## src/rtl/jk_bank_arbiter.sv

```systemverilog
// Round-robin arbiter sharing a WIDTH-bit JK flip-flop bank between requesters A and B.
// Optional grant statistics ports stat_a/stat_b are enabled by defining JK_BANK_STATS_EN.
module jk_bank_arbiter #(
   parameter int unsigned WIDTH = 4
) (
   input  logic             clk,
   input  logic             rst,
   input  logic             req_a,
   input  logic [1:0]       op_a,
   input  logic [WIDTH-1:0] mask_a,
   input  logic             req_b,
   input  logic [1:0]       op_b,
   input  logic [WIDTH-1:0] mask_b,
   output logic             gnt_a,
   output logic             gnt_b,
   output logic [WIDTH-1:0] j_vec,
   output logic [WIDTH-1:0] k_vec,
   output logic [WIDTH-1:0] q
`ifdef JK_BANK_STATS_EN
   ,
   output logic [7:0]       stat_a,
   output logic [7:0]       stat_b
`endif
);

   typedef enum logic [1:0] {
      IDLE  = 2'b00,
      SVC_A = 2'b01,
      SVC_B = 2'b10
   } state_t;

   state_t           state;
   state_t           state_next;
   logic             last_b;
   logic             last_b_next;
   logic [1:0]       win_op;
   logic [WIDTH-1:0] win_mask;
   logic [WIDTH-1:0] j_next;
   logic [WIDTH-1:0] k_next;
   logic [WIDTH-1:0] q_next;

   // last_b = 1 means B won most recently; reset value lets A win the first tie
   always_ff @(posedge clk) begin
      if (!rst) begin
         state  <= IDLE;
         last_b <= 1'b1;
      end else begin
         state  <= state_next;
         last_b <= last_b_next;
      end
   end

   always_comb begin
      state_next  = IDLE;
      last_b_next = last_b;
      if (req_a && req_b) begin
         state_next = last_b ? SVC_A : SVC_B;
      end else if (req_a) begin
         state_next = SVC_A;
      end else if (req_b) begin
         state_next = SVC_B;
      end
      if (state_next == SVC_A) begin
         last_b_next = 1'b0;
      end else if (state_next == SVC_B) begin
         last_b_next = 1'b1;
      end
   end

   always_comb begin
      gnt_a = (state == SVC_A);
      gnt_b = (state == SVC_B);
   end

   // The winner's op/mask is applied at the same edge that enters the service state
   always_comb begin
      win_op   = '0;
      win_mask = '0;
      case (state_next)
         SVC_A: begin
            win_op   = op_a;
            win_mask = mask_a;
         end
         SVC_B: begin
            win_op   = op_b;
            win_mask = mask_b;
         end
         default: begin
            win_op   = '0;
            win_mask = '0;
         end
      endcase
      j_next = win_mask & {WIDTH{win_op[1]}};
      k_next = win_mask & {WIDTH{win_op[0]}};
      q_next = (j_next & ~q) | (~k_next & q);
   end

   always_ff @(posedge clk) begin
      if (!rst) begin
         q     <= '0;
         j_vec <= '0;
         k_vec <= '0;
      end else begin
         q     <= q_next;
         j_vec <= j_next;
         k_vec <= k_next;
      end
   end

`ifdef JK_BANK_STATS_EN
   always_ff @(posedge clk) begin
      if (!rst) begin
         stat_a <= '0;
         stat_b <= '0;
      end else begin
         if ((state_next == SVC_A) && (stat_a != 8'hFF)) begin
            stat_a <= stat_a + 8'd1;
         end
         if ((state_next == SVC_B) && (stat_b != 8'hFF)) begin
            stat_b <= stat_b + 8'd1;
         end
      end
   end
`endif

endmodule

```

## config.mk

```make
export PLATFORM = sky130hd
export DESIGN_NAME = jk_bank_arbiter
export DESIGN_NICKNAME = d
export VERILOG_FILES = /design/src/rtl/jk_bank_arbiter.sv
export SDC_FILE = /design/constraint.sdc
export NUM_CORES = 1
export LEC_CHECK = 0
export BUFFER_PORTS_ARGS = -buffer_cell sky130_fd_sc_hd__buf_4
export CAP_MARGIN = 20
export CORE_AREA = 10 10 49 51
export DETAILED_ROUTE_END_ITERATION = 7
export DIE_AREA = 0 0 59 61
export PLACE_DENSITY = 0.68
export SKIP_CTS_REPAIR_TIMING = 1
export SYNTH_ARGS = -nofsm -noshare
export SYNTH_HDL_FRONTEND = slang
export SYNTH_SLANG_ARGS = --single-unit
```

## constraint.sdc

```tcl
create_clock -name clk -period 1.9 [get_ports clk]
set_input_delay 0.19 -clock clk [delete_from_list [all_inputs] [get_ports clk]]
set_output_delay 0.19 -clock clk [all_outputs]
set_load 0.05 [all_outputs]
```

==> metrics.txt <==
Total GRT Usage=under 10%; DR top layer=met4; Die Span Y=slightly above 60 um; vias per cell=about 4.7; Area Growth Syn to Fin=44.3%; hold_sp=rst; maximum VDD drop=0.329 mV; HP Class=in2reg; Core Region=approximately 1500 um^2; FF-to-FF path depth=6; worst path cell trace=o21ai_0 -> inv_1 -> ha_1 -> a22oi_2 -> nor3_1 -> o221a_1; Post-Synth Adder-Cell Area=between 4 and 5%; share of cells above drive strength 1=34.7%; Placed Area=between 800 and 900 um^2; Ys Warns=0; setup violators final=0; Initial DRC Count=5; end point of the worst hold path=last_b$_SDFFE_PN1N_; # IOs=30; Compound-Gate Fraction of Synth Area=between 10% and 20%; drt total wl=between 1 and 1.5 mm; fin crit share=about nine tenths; reg2reg start=last_b$_SDFFE_PN1N_; grt ovf=0; Final nets=114; wire per inst=approximately 13 um; Initial Utilization=approximately two fifths; initial antenna violation count=0; Yosys top cell by area=dfxtp_1; global-route wire length before repair=2.38 mm; wl on met1=~600 um; CTS root buf=clkbuf_4; final instance area=between 800 and 900 um^2; Critical Path RT=~2.1 ns; Clock Pin Slew Worst Setup and Hold Paths=approximately 0.09 ns; CP bufs+invs=1; outcome=finished, final reports clean; largest buffer count on any clock path=2; f_max=585 MHz; #FFs+latches synth=15; largest family of logic cells by synthesized area=simple AND/OR/NAND/NOR gates; worst-skew pair later-pin latency=0.28 ns; sequential fraction of the synthesis area=51.1%; synth unique cells=17; Clock Sinks=15; Post-Synth Simple-Gate Area=a little over a fifth; metal2 WL=approximately 630 um; Avg Synthesized Cell Area=~9.3 um^2; Die ar.=between 3000 and 4000 um^2; critical path peak fanout=7; final hold vios=0; synth top area cells=dfxtp_1 (51%), o221a_1 (7.7%), nor2_1 (6.4%); antenna cells=0; Post-Synthesis Cells=63; CTS Buf Count=3; slowest stage cell, crit path=dfxtp_1; Final Util=about 58%; FF-to-FF setup slack=around 0.19 ns; setup TNS=0 ns; post-DP HPWL=1.21 mm; Vias=520; worst hold stages=2; RePlAce Congestion=about 0.76; P_leak=between 0.0003 and 0.0004 uW; Setup Crit Path Kind=reg2reg; Yosys top cell area share=51.1%; Met3 Wirelength=about 180 um; Top delay family on crit path=compound AO/OA/AOI/OAI gates; non-filler instance count after layout=between 100 and 150; die width=approximately 59 um; worst slew pin tran=about 0.33 ns; Placed Instances=approximately 110; relative slew slack=77.8%; mux cell area share after synthesis=under 10%; CP max stage delay=between 0.3 and 0.4 ns; Critical Path AT=1.89 ns; first drt pass iteration count=2; area of the mapped netlist=~590 um^2; Routed Antenna Nets=0; xor-xnor portion of the synthesized cell area=0%; Clock Skew=~0.0045 ns; minimum clock period=~1.7 ns; CP endpoint kind=register; vias in the first global route=between 500 and 600; max-slew violation count=0; PortBufs=29; Tot Pwr=634 uW; RSZ-0062 raised after global routing=no; CP startpoint kind=register; Reg-to-Reg End=q[0]$_SDFF_PN0_; pin count of the biggest net entering global routing=10; pwr/cell area=748 nW/um^2; max_cap viols=0; # DRC=0; Core Rows=14; synthesized net count=81; number of H-tree levels=1; CTS tree=yes
-- through the flow --
step,hold WS [ns],setup WS [ns]
after detailed placement,0.419,0.175
after floorplan,0.252,0.324
after global placement,0.422,0.247
after global routing,0.136,0.0234
after CTS,0.126,0.156
final,0.134,0.190
-- worst max path at each step --
stage,startpoint,end,cells past startpoint
6_report,last_b$_SDFFE_PN1N_,q[0]$_SDFF_PN0_,6
5_1_grt,last_b$_SDFFE_PN1N_,q[0]$_SDFF_PN0_,6
4_1_cts,last_b$_SDFFE_PN1N_,q[0]$_SDFF_PN0_,6
3_5_place_dp,last_b$_SDFFE_PN1N_,q[0]$_SDFF_PN0_,6
3_3_place_gp,last_b$_SDFFE_PN1N_,q[0]$_SDFF_PN0_,6
2_1_floorplan,last_b$_SDFFE_PN1N_,q[3]$_SDFF_PN0_,5
-- synthesized netlist by cell type --
master and count:
a21oi_1 1, a22o_1 1, a22oi_1 4, a22oi_2 1
clkbuf_1 1, dfxtp_1 15, ha_1 2, inv_1 5
mux2i_1 1, nand2_1 6, nand2b_1 1, nor2_1 10
nor2b_1 2, nor3_1 4, o21ai_0 1, o221a_1 4
or2_1 4
-- cells in the final DEF (no fill, tap or decap) --
cell type / instances
buf_4: 29
dfxtp_1: 15
nor2_1: 10
nand2_1: 6
inv_1: 5
a22oi_1: 4
or2_1: 4
nor3_1: 4
o221a_1: 4
clkbuf_4: 3
nor2b_1: 2
ha_1: 2
o21ai_0: 1
a21oi_1: 1
mux2i_1: 1
a22oi_2: 1
nand2b_1: 1
a22o_1: 1
clkbuf_1: 1
-- cell type report --
cell class,count,area [um^2]
multi-input cells,42,265
flip-flops and latches,15,300
repair buffers,29,218
clock buffers,4,26.3
inverters,5,18.8
well taps,16,20.0
fillers,143,623
-- cell families (layout without fill, tap and decap cells) --
group           Yosys count  after routing
flops                    15             15
compound gates           12             12
simple gates             27             27
fa+ha+maj                 2              2
buf+inv                   6             38
mux                       1              1
-- layer usage --
metal / global-route usage (%) / up-vias
met1: 8.65 / 215
met2: 13.1 / 23
met4: 7.87 / 0
li1: - / 280
met3: 4.80 / 2
met5: 0 / -
-- state kept, by name, summed over array words and instances, names as in the netlist --
name and cells:
j_vec 4, k_vec 4, q 4, state 2, last_b 1
-- power breakdown --
group / internal, uW / switching (uW)
Sequential: 324 / 4.61
Combinational: 53.4 / 73.7
Clock: 81.4 / 97.4
Total: 459 / 176
-- worst register-to-register path, cell delays in order (launching register included) --
cell and delay (ns):
dfxtp_1 0.32, o21ai_0 0.30, inv_1 0.08, ha_1 0.29, a22oi_2 0.28, nor3_1 0.09, o221a_1 0.25
(Power assumes the default switching activity.)
